[config.mk]
export PLATFORM = sky130hd
export DESIGN_NAME = mc_control_fsm
export DESIGN_NICKNAME = d
export VERILOG_FILES = /design/src/rtl/mc_control_fsm.sv
export SDC_FILE = /design/constraint.sdc
export NUM_CORES = 1
export LEC_CHECK = 0
export CORE_UTILIZATION = 40
export DETAILED_ROUTE_END_ITERATION = 7
export DONT_BUFFER_PORTS = 1
export GPL_ROUTABILITY_DRIVEN = 1
export PLACE_DENSITY = 0.54
export SLEW_MARGIN = 25
export SYNTH_ARGS = -nofsm -noshare
export SYNTH_HDL_FRONTEND = slang
export SYNTH_SLANG_ARGS = --single-unit
[constraint.sdc]
create_clock -name CLK -period 5.43 [get_ports CLK]
set_clock_uncertainty 0.05 [all_clocks]
set_input_delay 0.8145 -clock CLK [delete_from_list [all_inputs] [get_ports CLK]]
set_output_delay 0.8145 -clock CLK [all_outputs]
set_load 0.005 [all_outputs]
[src/rtl/mc_control_fsm.sv]
// Multi-cycle CPU main controller: instruction-class sequencing, MemReq/MemReady
// handshake with optional timeout, illegal-opcode/timeout trap, resume and retire counter.
module mc_control_fsm #(
  parameter int OPW     = 5,
  parameter int CNT_W   = 16,
  parameter int TIMEOUT = 0
) (
  input  logic             CLK,
  input  logic             Reset,
  input  logic [OPW-1:0]   Opcode,
  input  logic             MemReady,
  input  logic             Resume,
  output logic [2:0]       ALU1Op,
  output logic [2:0]       ALU2Op,
  output logic [1:0]       ALU1Src1,
  output logic             ALU1Src2,
  output logic [1:0]       ALU2Src1,
  output logic [1:0]       ALU2Src2,
  output logic             PCSrc,
  output logic             PCWrite,
  output logic             PCWriteCond,
  output logic [1:0]       CRSrc,
  output logic             CRWrite,
  output logic             SPWrite,
  output logic             IRWrite,
  output logic             MemWrite,
  output logic             ALUO1WRT,
  output logic             ALUO2WRT,
  output logic             MemO1WRT,
  output logic             MemO2WRT,
  output logic [1:0]       BType,
  output logic             MemReq,
  output logic             EOP,
  output logic             Trap,
  output logic [1:0]       TrapCause,
  output logic [3:0]       State,
  output logic [CNT_W-1:0] RetireCount
);

  typedef enum logic [3:0] {
    S_FETCH     = 4'd0,  S_PC_REL    = 4'd1,  S_CB_EXEC   = 4'd2,
    S_CB_MEM    = 4'd3,  S_CB_WB     = 4'd4,  S_ALU_C     = 4'd5,
    S_ALUS_EXEC = 4'd6,  S_ALUS_MEM  = 4'd7,  S_ALUS_WB   = 4'd8,
    S_ALUS_LDS  = 4'd9,  S_ALUS_WRS  = 4'd10, S_REG2REG   = 4'd11,
    S_ABS_BR    = 4'd12, S_HALT      = 4'd13, S_TRAP      = 4'd14
  } state_e;

  // The wait counter only needs to reach the last permitted low cycle.
  localparam int WAIT_W = (TIMEOUT > 1) ? $clog2(TIMEOUT) : 1;
  localparam logic [WAIT_W-1:0] WAIT_LAST = WAIT_W'((TIMEOUT > 0) ? TIMEOUT - 1 : 0);

  state_e             state_r, state_nxt_s;
  logic [WAIT_W-1:0]  wait_r;
  logic [1:0]         cause_r, cause_nxt_s;
  logic [CNT_W-1:0]   retire_cnt_r;
  logic               retire_s, mem_state_s, timeout_s, illegal_s, we_ok_s;
  logic [4:0]         op5_s;

  assign op5_s       = Opcode[4:0];
  assign illegal_s   = (Opcode >> 3'd5) != {OPW{1'b0}};
  assign mem_state_s = (state_r == S_FETCH) || (state_r == S_CB_MEM) || (state_r == S_ALUS_MEM) ||
                       (state_r == S_ALUS_LDS) || (state_r == S_ALUS_WRS);
  assign timeout_s   = (TIMEOUT > 0) && mem_state_s && !MemReady && (wait_r == WAIT_LAST);
  assign we_ok_s     = ~Reset;

  // Next-state, trap cause and retire pulse
  always_comb begin
    state_nxt_s = state_r;
    cause_nxt_s = cause_r;
    case (state_r)
      S_FETCH: begin
        if (!MemReady) begin
          state_nxt_s = S_FETCH;
        end else if (illegal_s) begin
          state_nxt_s = S_TRAP;
          cause_nxt_s = 2'd1;
        end else if (op5_s == 5'b11111) begin
          state_nxt_s = S_PC_REL;
        end else if (op5_s == 5'b11011) begin
          state_nxt_s = S_HALT;
        end else if (op5_s == 5'b11100) begin
          state_nxt_s = S_ABS_BR;
        end else begin
          case (op5_s[1:0])
            2'b00:   state_nxt_s = S_CB_EXEC;
            2'b01:   state_nxt_s = S_ALU_C;
            2'b10:   state_nxt_s = S_ALUS_EXEC;
            2'b11:   state_nxt_s = S_REG2REG;
            default: state_nxt_s = S_FETCH;
          endcase
        end
      end
      S_CB_EXEC:   state_nxt_s = S_CB_MEM;
      S_CB_MEM:    state_nxt_s = MemReady ? S_CB_WB : S_CB_MEM;
      S_ALUS_EXEC: begin
        if (op5_s == 5'b10010) begin
          state_nxt_s = S_ALUS_WRS;
        end else if (op5_s == 5'b11010) begin
          state_nxt_s = S_ALUS_LDS;
        end else begin
          state_nxt_s = S_ALUS_MEM;
        end
      end
      S_ALUS_MEM:  state_nxt_s = MemReady ? S_ALUS_WB : S_ALUS_MEM;
      S_ALUS_LDS:  state_nxt_s = MemReady ? S_FETCH : S_ALUS_LDS;
      S_ALUS_WRS:  state_nxt_s = MemReady ? S_FETCH : S_ALUS_WRS;
      S_HALT:      state_nxt_s = Resume ? S_FETCH : S_HALT;
      S_TRAP: begin
        if (Resume) begin
          state_nxt_s = S_FETCH;
          cause_nxt_s = 2'd0;
        end else begin
          state_nxt_s = S_TRAP;
        end
      end
      default:     state_nxt_s = S_FETCH;
    endcase
    if (timeout_s) begin
      state_nxt_s = S_TRAP;
      cause_nxt_s = 2'd2;
    end else begin
      cause_nxt_s = cause_nxt_s;
    end
    // HALT/TRAP exits and FETCH stalls are not instruction completions
    retire_s = (state_nxt_s == S_FETCH) && (state_r != S_FETCH) &&
               (state_r != S_HALT) && (state_r != S_TRAP);
  end

  // State, wait counter, trap cause and retire counter registers
  always_ff @(posedge CLK) begin
    if (Reset) begin
      state_r      <= S_FETCH;
      wait_r       <= {WAIT_W{1'b0}};
      cause_r      <= 2'd0;
      retire_cnt_r <= {CNT_W{1'b0}};
    end else begin
      state_r <= state_nxt_s;
      cause_r <= cause_nxt_s;
      if (state_nxt_s != state_r) begin
        wait_r <= {WAIT_W{1'b0}};
      end else if (mem_state_s && !MemReady && (TIMEOUT > 0)) begin
        wait_r <= wait_r + WAIT_W'(1);
      end else begin
        wait_r <= wait_r;
      end
      if (retire_s) begin
        retire_cnt_r <= retire_cnt_r + CNT_W'(1);
      end else begin
        retire_cnt_r <= retire_cnt_r;
      end
    end
  end

  // Datapath controls decoded from state; memory-state enables are MemReady-qualified
  always_comb begin
    ALU1Op = 3'd0;  ALU2Op = 3'd0;  ALU1Src1 = 2'd0; ALU1Src2 = 1'b0;
    ALU2Src1 = 2'd0; ALU2Src2 = 2'd0; PCSrc = 1'b0; PCWrite = 1'b0;
    PCWriteCond = 1'b0; CRSrc = 2'd0; CRWrite = 1'b0; SPWrite = 1'b0;
    IRWrite = 1'b0; MemWrite = 1'b0; ALUO1WRT = 1'b0; ALUO2WRT = 1'b0;
    MemO1WRT = 1'b0; MemO2WRT = 1'b0; BType = 2'd0; MemReq = 1'b0;
    EOP = 1'b0; Trap = 1'b0;
    case (state_r)
      S_FETCH: begin
        MemReq = 1'b1; ALU1Src1 = 2'd1;
        IRWrite = MemReady & we_ok_s; PCWrite = MemReady & we_ok_s;
      end
      S_PC_REL: begin
        PCWrite = we_ok_s; ALU1Src1 = 2'd3;
      end
      S_CB_EXEC: begin
        ALU1Src1 = 2'd2; ALU1Src2 = 1'b1; ALU2Src1 = 2'd2; ALU2Src2 = 2'd1;
        ALUO1WRT = we_ok_s; ALUO2WRT = we_ok_s;
      end
      S_CB_MEM, S_ALUS_MEM: begin
        MemReq = 1'b1; MemO1WRT = MemReady & we_ok_s; MemO2WRT = MemReady & we_ok_s;
      end
      S_CB_WB: begin
        ALU2Src1 = 2'd3; ALU2Src2 = 2'd3; ALU2Op = 3'd1; BType = op5_s[3:2];
        PCSrc = 1'b1; PCWriteCond = we_ok_s;
      end
      S_ALU_C: begin
        ALU2Src1 = 2'd1;
        if (op5_s == 5'b00101) begin
          SPWrite = we_ok_s; ALU2Src2 = 2'd1;
        end else begin
          CRWrite = we_ok_s; CRSrc = 2'd2; ALU2Src2 = 2'd2; ALU2Op = op5_s[4:2];
        end
      end
      S_ALUS_EXEC: begin
        ALU1Src1 = 2'd2; ALU1Src2 = 1'b1; ALUO1WRT = we_ok_s; ALUO2WRT = we_ok_s;
      end
      S_ALUS_WB: begin
        CRWrite = we_ok_s; CRSrc = 2'd2; ALU2Src1 = 2'd3; ALU2Src2 = 2'd2; ALU2Op = op5_s[4:2];
      end
      S_ALUS_LDS: begin
        MemReq = 1'b1; CRWrite = MemReady & we_ok_s; CRSrc = 2'd0;
      end
      S_ALUS_WRS: begin
        MemReq = 1'b1; MemWrite = MemReady & we_ok_s;
      end
      S_REG2REG: begin
        CRWrite = we_ok_s; CRSrc = 2'd1; ALU1Src2 = (op5_s == 5'b01011);
      end
      S_ABS_BR: begin
        PCWrite = we_ok_s; PCSrc = 1'b1;
      end
      S_HALT:  EOP = 1'b1;
      S_TRAP:  Trap = 1'b1;
      default: MemReq = 1'b0;
    endcase
  end

  assign State       = state_r;
  assign TrapCause   = cause_r;
  assign RetireCount = retire_cnt_r;

endmodule

=== Word level (Yosys, flattened, before mapping) ===
Cells that the tools add are included.

* Flip-flop bits (word level): 20
* Logic and storage cells: 83

* Eq/ne operators: 26
* Bitwise operators: 2
* Add/sub/neg operators: 1
* Muxes and demuxes: 38
* Reductions and logical operators: 14

{| class="wikitable"
|+ Operator list
! kind !! count
|-
| $mux 4 || 11
|-
| $pmux 4 s9 || 1
|-
| $eq 4x4->1 const B || 7
|-
| $eq 5x5->1 const B || 5
|-
| $pmux 2 s3 || 3
|-
| $add 16x1->16 const B || 1
|-
| $eq 4x3->1 const B || 4
|-
| $pmux 4 s4 || 1
|-
| $mux 1 || 12
|-
| $reduce_or 2->1 || 6
|-
| $pmux 3 s3 || 1
|-
| $eq 4x2->1 const B || 2
|-
| $logic_not 4->1 || 2
|-
| $ne 4x4->1 const B || 2
|-
| $pmux 2 s4 || 1
|-
| $mux 2 || 3
|-
| $mux 3 || 2
|-
| $eq 5x3->1 const B || 1
|-
| $eq 5x4->1 const B || 1
|-
| $reduce_or 5->1 || 1
|-
| $eq 2x2->1 const B || 2
|-
| $eq 4x1->1 const B || 1
|-
| $pmux 1 s2 || 2
|-
| $reduce_bool 4->1 || 1
|-
| 6 further kinds || 8
|}

=== Longest topological paths before layout ===
Gate-level depths: netlist (run 1).

* Word-level depth: 11
* Gate-level depth with buffers: 10
* Gate-level depth less buffers: 8

=== Worst setup path after synthesis (run 1) ===
No wires, ideal clock.

* Path kind: input port to flip-flop
* From: in Opcode[0]
* To: reg retire_cnt_r[15] (netlist: RetireCount[15])
* Data arrival time: 2.786 ns
* Stages: 9
* Library setup time: 0.071 ns
* Slack: 2.524 ns
* Path through: inv_1 -> ha_1 -> a21o_1 -> a31oi_1 -> o22ai_1 -> or4_4 -> buf_6 -> or4_1 -> a21oi_1

* Longest elaborated chain between the ends: 11
* Elaborated cells between the ends (all ways): 21

{| class="wikitable"
|+ RTL lines
! element !! line !! RTL
|-
| start: declaration || 10 || <nowiki>input logic [OPW-1:0] Opcode,</nowiki>
|-
| $eq 2x2->1 (tied with other cells) || 84 || <nowiki>case (op5_s[1:0])</nowiki>
|-
| $pmux 4 s4 || 84 ||
|-
| $mux 4 || 81 || <nowiki>end else if (op5_s == 5'b11100) begin</nowiki>
|-
| $mux 4 || 79 || <nowiki>end else if (op5_s == 5'b11011) begin</nowiki>
|-
| $mux 4 || 77 || <nowiki>end else if (op5_s == 5'b11111) begin</nowiki>
|-
| $mux 4 || 72 || <nowiki>if (!MemReady) begin</nowiki>
|-
| $pmux 4 s9 * || 70 || <nowiki>case (state_r)</nowiki>
|-
| $logic_not 4->1 * || 125 || <nowiki>retire_s = (state_nxt_s == S_FETCH) && (state_r != S_FETCH) &&</nowiki>
|-
| $logic_and 1x1->1 * (2 in a row) || 125 ||
|-
| $logic_and 1x1->1 * || 126 || <nowiki>(state_r != S_HALT) && (state_r != S_TRAP);</nowiki>
|-
| end signal: assignment || 135 || <nowiki>retire_cnt_r <= {CNT_W{1'b0}};</nowiki>
|-
| end signal: assignment || 147 || <nowiki>retire_cnt_r <= retire_cnt_r + CNT_W'(1);</nowiki>
|-
| end signal: assignment || 149 || <nowiki>retire_cnt_r <= retire_cnt_r;</nowiki>
|-
| end: declaration || 55 || <nowiki>logic [CNT_W-1:0] retire_cnt_r;</nowiki>
|}

Every way passes the cells marked *; elsewhere a longest branch is shown, timed or not.
A chain may end at the register's enable or synchronous reset.

=== Final worst setup path (run 1) ===
* From: reg state_r[0] (netlist: State[0])
* To: reg retire_cnt_r[8] (netlist: RetireCount[8])

* Longest elaborated chain between the ends: 6
* Elaborated cells between the ends (all ways): 17

{| class="wikitable"
|+ RTL lines
! element !! line !! RTL
|-
| start: declaration || 52 || <nowiki>state_e state_r, state_nxt_s;</nowiki>
|-
| start signal: assignment || 137 || <nowiki>state_r <= state_nxt_s;</nowiki>
|-
| $eq 4x4->1 (tied with other cells) || 70 ||
|-
| $pmux 4 s9 || 70 ||
|-
| $logic_not 4->1 || 125 ||
|-
| $logic_and 1x1->1 (2 in a row) || 125 ||
|-
| $logic_and 1x1->1 * || 126 ||
|}

Marked as above.

==> reports/qor.csv, run 1 <==
metric;value;unit
status;completed;
Mapped Cells;230;
Period Utilization, post-route;56.4;%
Slew @ Worst Pin;957;ps
Main synth FF type;dfxtp_1;
Worst EP required;5580;ps
met1 WL;1.79;mm
fin nets;230;
Reg area;400;µm²
placed cells;258;
critical path arrival;3210;ps
hold slack;449;ps
Setup-failing EPs final;0;
# clock sinks;20;
Setup crit end kind;flop;
fin area;1640;µm²
Vias/cell;6.51;
port bufs;0;
final setup TNS;0;ps
Min Clock Period, post-route;3060;ps
Initial Util;41.6;%
WL met3;305;µm
Antenna Violating Nets Remaining;0;
syn_area_per_cell;7.24;µm²
reg-to-reg endpoint;RetireCount[8]$_SDFFE_PP0P_;
area leader, netlist;dfxtp_1;
Synth area leaders;dfxtp_1 (24%), a21oi_1 (6.3%), ha_1 (6.0%);
drt drc;0;
fin cells;261;
Pwr per Cell Area;230;nW/µm²
drt first pass iters;4;
Synth top area share;24.0;%
RSZ-0062 raised after global routing;no;
max-slew violations;0;
pin count of the biggest net entering global routing;31;
Routed WL per cell;16.7;µm
die area;4430;µm²
total grt overflow;0;
Die H;66.5;µm
min-delay src;RetireCount[15]$_SDFFE_PP0P_;
DR iter-0 viols;114;
hold depth;2;
Fmax;0.327;GHz
H-tree depth;1;
EDFF count, synth;0;
Reg2Reg Launch Point;State[0]$_SDFF_PP0_;
first-pass GRT wire length;6.64;mm
post-CTS setup repair buffer count;0;
clock-pin slew on the worst setup and hold paths;70;ps
yosys warns;0;
die width;66.5;µm
Ant. Diodes;0;
worst setup path end;RetireCount[8]$_SDFFE_PP0P_;
routed via count;1698;
Post-Syn Area;1670;µm²
hold_buf cts;0;
Boundary Pins;62;
GPL Wtd Cong;0.764;
Critical Path Fanout Max;30;
final wirelength;4.37;mm
async set-or-reset flop fraction in the synthesized netlist;0;%
Total Routing Usage GR;19.1;%
max-capacitance violation count;0;
VDD IR-drop max;0.0744;mV
leak pwr;0.550;nW
synthesis-stage register bit count;20;
Max-Slew Margin vs Limit;36.1;%
HPWL Detailed;3.07;mm
clock latency on the worst-skew pair;260;ps
number of global-route vias before repair;1507;
CTS buffer count;3;
R2R depth;6;
Layout fillers;430;
initial antenna violation count;0;
critical path class;flop to flop;
Seq/Total Area, Yosys;24.0;%
Util after Layout;40.9;%
fraction of layout cells with a size suffix above 1;5.21;%
CTS tree;yes;
met2 WL;2.19;mm
Post-DP Area;1600;µm²
hold violation total from the final report;0;
flop2flop setup slack;2370;ps
Layout area overhead;-1.65;%
Max Root-Sink Buffers;2;
cts repair resizes;0;
worst setup path start;State[0]$_SDFF_PP0_;
Clock Tree Root;clkbuf_8;
post-synthesis cell type count;48;
top sig layer;met4;
area of the multi-input gates;1110;µm²
total power;0.377;mW
# rows;23;
core region area;4000;µm²
pre-CTS setup slack;2340;ps
Hold Path Class;flop to flop;
startpoint class of the critical path;flop;
fin worst setup slack;2370;ps
[routing by layer]
| metal | GRT usage, % | vias to the layer above |
|---|---|---|
| met4 | 7.18 | 0 |
| met1 | 20.6 | 816 |
| met5 | 0 | - |
| li1 | - | 790 |
| met3 | 5.14 | 8 |
| met2 | 35.2 | 84 |
[logic make-up after synthesis]
logic type | synth area share, %
other | 0.225
adder cells (fa/ha/maj) | 6.01
buffers and inverters | 10.1
AO/OA/AOI/OAI | 23.8
flip-flops | 24.0
multiplexers | 1.80
XOR/XNOR | 1.05
AND/OR/NAND/NOR | 32.9
[worst min-delay path by stage]
stage and end:
2_1_floorplan RetireCount[15]$_SDFFE_PP0P_, 3_3_place_gp RetireCount[15]$_SDFFE_PP0P_, 3_5_place_dp RetireCount[15]$_SDFFE_PP0P_, 4_1_cts RetireCount[15]$_SDFFE_PP0P_, 5_1_grt RetireCount[15]$_SDFFE_PP0P_, 6_report RetireCount[15]$_SDFFE_PP0P_
[flip-flops by register name, indices dropped and copies added (netlist names)]
name         flops
RetireCount     16
State            4
[placed cells by master (no fill, tap or decap), drive strengths merged, types with 4 or more instances in the layout]
master / Yosys / final
conb: 1 / 5
and2: 4 / 4
nor3: 9 / 9
nand2b: 4 / 4
a21oi: 21 / 21
nor2: 23 / 23
o21ai: 14 / 14
nand3: 8 / 8
nor2b: 4 / 4
ha: 8 / 8
and3: 4 / 4
dfxtp: 20 / 20
nor4: 6 / 6
inv: 6 / 6
nand2: 18 / 18
a31oi: 4 / 4
or3: 10 / 10
nand4: 5 / 5
[Yosys cell counts (all sizes together) (2+ instances only)]
cell and n:
a21oi 21, ha 8, clkbuf 9, mux2i 3, o21ai 14, buf 17, and2 4, o31a 2
a21o 2, inv 6, nand2b 4, xor2 2, nor4 6, a31oi 4, nand2 18, nand4 5
o21a 2, o31ai 2, or3 10, nand3 8, and3 4, o21ba 2, or4 3, nor3 9
o211ai 3, nor2 23, nor2b 4, dfxtp 20
[critical path: stages (launching register included)]
cell,delay [ps]
dfxtp_1,950
nand2_1,310
a21oi_1,220
nor3_1,90
or4_4,680
or4_1,550
a21oi_1,140
[cell type report]
type                       count  area share (%)
multi-input combinational    182            67.8
sequential                    20            24.4
tap                           50            3.82
clock buffer                   3            2.52
inverter                       6            1.38
[where the power goes]
group,switching (mW),total (mW),internal (mW)
Clock,0.0499,0.0993,0.0495
Combinational,0.0611,0.100,0.0391
Sequential,0.0243,0.177,0.153
Total,0.135,0.377,0.241
Power figures use the tool's default switching activity.
==> run 2: changes to the inputs <==
clock period = 2.9 ns   (was 5.43 ns; I/O delays follow)
==> run 2 against run 1 <==
Against the previous run:
- sequential share of layout area is 0.86 points lower
- fmax up 21%
- register-to-register slack worse by 2000 ps
- via count fell by 4.7%
- flip-flop and latch count is the same
- wire length shrank 4.3%
- sequential power rose by 75%
- cell area rose by 3.7%
- core utilization grew 1.5 points
- largest power group unchanged
- highest routed layer unchanged
==> reports/qor.csv, run 2 (synthesis gave the netlist of run 1 again) <==
metric;value;unit;change
status;completed;;unchanged
Max-Slew Margin vs Limit;66.4;%;was 36.1%
cts repair resizes;0;;unchanged
hold_buf cts;0;;unchanged
Setup-failing EPs final;0;;unchanged
most frequent cells in the layout;nor2_1 (23), a21oi_1 (21), dfxtp_1 (20);;unchanged
Reg2Reg Launch Point;State[2]$_SDFF_PP0_;;was State[0]$_SDFF_PP0_
Die H;66.5;µm;unchanged
fin worst setup slack;371;ps;was 2370 ps
min-delay src;Reset;;was RetireCount[15]$_SDFFE_PP0P_
CP Cell Sequence;inv_2 -> o311ai_2 -> o211ai_1 -> or4_4 -> or4_1 -> a21oi_1;;was nand2_1 -> a21oi_1 -> nor3_1 -> or4_4 -> or4_1 -> a21oi_1
pin count of the biggest net entering global routing;31;;unchanged
commonest non-fill, non-tap cell in the layout;nor2_1;;unchanged
die area;4430;µm²;unchanged
clock latency on the worst-skew pair;260;ps;about the same
Routed WL per cell;15.7;µm;was 16.7 µm
Initial Util;41.6;%;unchanged
leak pwr;0.585;nW;was 0.550 nW
RSZ-0062 raised after global routing;no;;unchanged
hold depth;1;;was 2
CTS buffer count;3;;unchanged
fin area;1700;µm²;was 1640 µm²
number of global-route vias before repair;1399;;was 1507
reg-to-reg endpoint;RetireCount[8]$_SDFFE_PP0P_;;unchanged
# rows;23;;unchanged
die width;66.5;µm;unchanged
clock-pin slew on the worst setup and hold paths;80;ps;was 70 ps
DR iter-0 viols;94;;was 114
core region area;4000;µm²;unchanged
Worst path max stage delay;590;ps;was 950 ps
Ant. Diodes;0;;unchanged
slowest CP cell;or4_4;;was dfxtp_1
drt drc;0;;unchanged
flop2flop setup slack;370;ps;was 2370 ps
Vias/cell;6.09;;was 6.51
Util after Layout;42.4;%;was 40.9%
Antenna Violating Nets Remaining;0;;unchanged
CTS tree;yes;;unchanged
VDD IR-drop max;0.202;mV;was 0.0744 mV
Critical Path Fanout Max;30;;unchanged
Fmax;0.395;GHz;was 0.327 GHz
critical path arrival;2680;ps;was 3210 ps
Period Utilization, post-route;87.2;%;was 56.4%
Post-DP Area;1630;µm²;was 1600 µm²
Setup crit end kind;flop;;unchanged
max-slew violations;0;;unchanged
# clock sinks;20;;unchanged
total grt overflow;0;;unchanged
fin nets;234;;was 230
port bufs;0;;unchanged
Worst path top cell family by delay;simple AND/OR/NAND/NOR gates;;unchanged
Min Clock Period, post-route;2530;ps;was 3060 ps
number of buffers and inverters on the critical path;1;;was 0
post-CTS setup repair buffer count;0;;unchanged
final wirelength;4.18;mm;was 4.37 mm
Boundary Pins;62;;unchanged
GPL Wtd Cong;0.828;;was 0.764
H-tree depth;1;;unchanged
startpoint class of the critical path;flop;;unchanged
Worst EP required;3050;ps;was 5580 ps
initial antenna violation count;0;;unchanged
Total Routing Usage GR;18.8;%;was 19.1%
R2R depth;6;;unchanged
Slew @ Worst Pin;499;ps;was 957 ps
Clock Tree Root;clkbuf_8;;unchanged
first-pass GRT wire length;6.36;mm;was 6.64 mm
Hold Path Class;primary input to flop;;was flop to flop
critical path class;flop to flop;;unchanged
max reg flops;16;;unchanged
routed via count;1619;;was 1698
drt first pass iters;4;;unchanged
Layout area overhead;1.95;%;was -1.65%
max-capacitance violation count;0;;unchanged
pre-CTS setup slack;182;ps;was 2340 ps
HPWL Detailed;3.06;mm;was 3.07 mm
Max Root-Sink Buffers;2;;unchanged
Pwr per Cell Area;476;nW/µm²;was 230 nW/µm²
final setup TNS;0;ps;unchanged
fraction of layout cells with a size suffix above 1;7.41;%;was 5.21%
Worst Hold End;RetireCount[15]$_SDFFE_PP0P_;;unchanged
hold violation total from the final report;0;;unchanged
## run 2: changes by cell type in the layout (fill, tap and decap cells not counted), sizes merged
cell    previous run  this run
bufinv             0         1
buf                0         4
## run 2: area by class of cell
cell class / count / area, µm²
fillers: 418 / 2300
clock inverters: 1 / 30.0
repair buffers: 4 / 30.0
inverters: 6 / 22.5
well taps: 50 / 62.6
clock buffers: 3 / 41.3
multi-input cells: 182 / 1110
flip-flops and latches: 20 / 400
## run 2: metal layers
layer  vias up  global-route usage (%)  share of wire (%)
met1       741                    21.0                 43
met2        69                    32.1                 48
met3        13                    4.97                6.7
li1        796                       -                  -
met4         0                    10.1                2.8
met5         -                       0                  0
## run 2: worst max-delay path by stage
stage / startpoint / end / cells after the start
6_report: State[2]$_SDFF_PP0_ / RetireCount[8]$_SDFFE_PP0P_ / 6
5_1_grt: State[1]$_SDFF_PP0_ / RetireCount[8]$_SDFFE_PP0P_ / 6
4_1_cts: State[1]$_SDFF_PP0_ / RetireCount[8]$_SDFFE_PP0P_ / 6
3_5_place_dp: Opcode[0] / RetireCount[8]$_SDFFE_PP0P_ / 8
3_3_place_gp: Opcode[0] / RetireCount[8]$_SDFFE_PP0P_ / 8
2_1_floorplan: Opcode[0] / RetireCount[15]$_SDFFE_PP0P_ / 9
## run 2: stage by stage
step / total power, mW / std cells / hold slack, ps
final: 0.808 / 266 / 187
after global routing: 0.854 / 266 / 167
after CTS: 0.810 / 266 / 176
after detailed placement: 0.529 / 262 / 450
after global placement: 0.524 / 262 / 435
after floorplan: 0.517 / 234 / 418
## run 2: power breakdown
group          internal [mW]  switching [mW]
sequential             0.286          0.0223
combinational         0.0791           0.139
clock                  0.184          0.0972
==> run 3: changes to the inputs <==
CAP_MARGIN = 20   (was default)
TNS_END_PERCENT = 50   (was default)
==> results of run 3 <==
The final DEF is identical to that of run 2; final timing and power are the same.
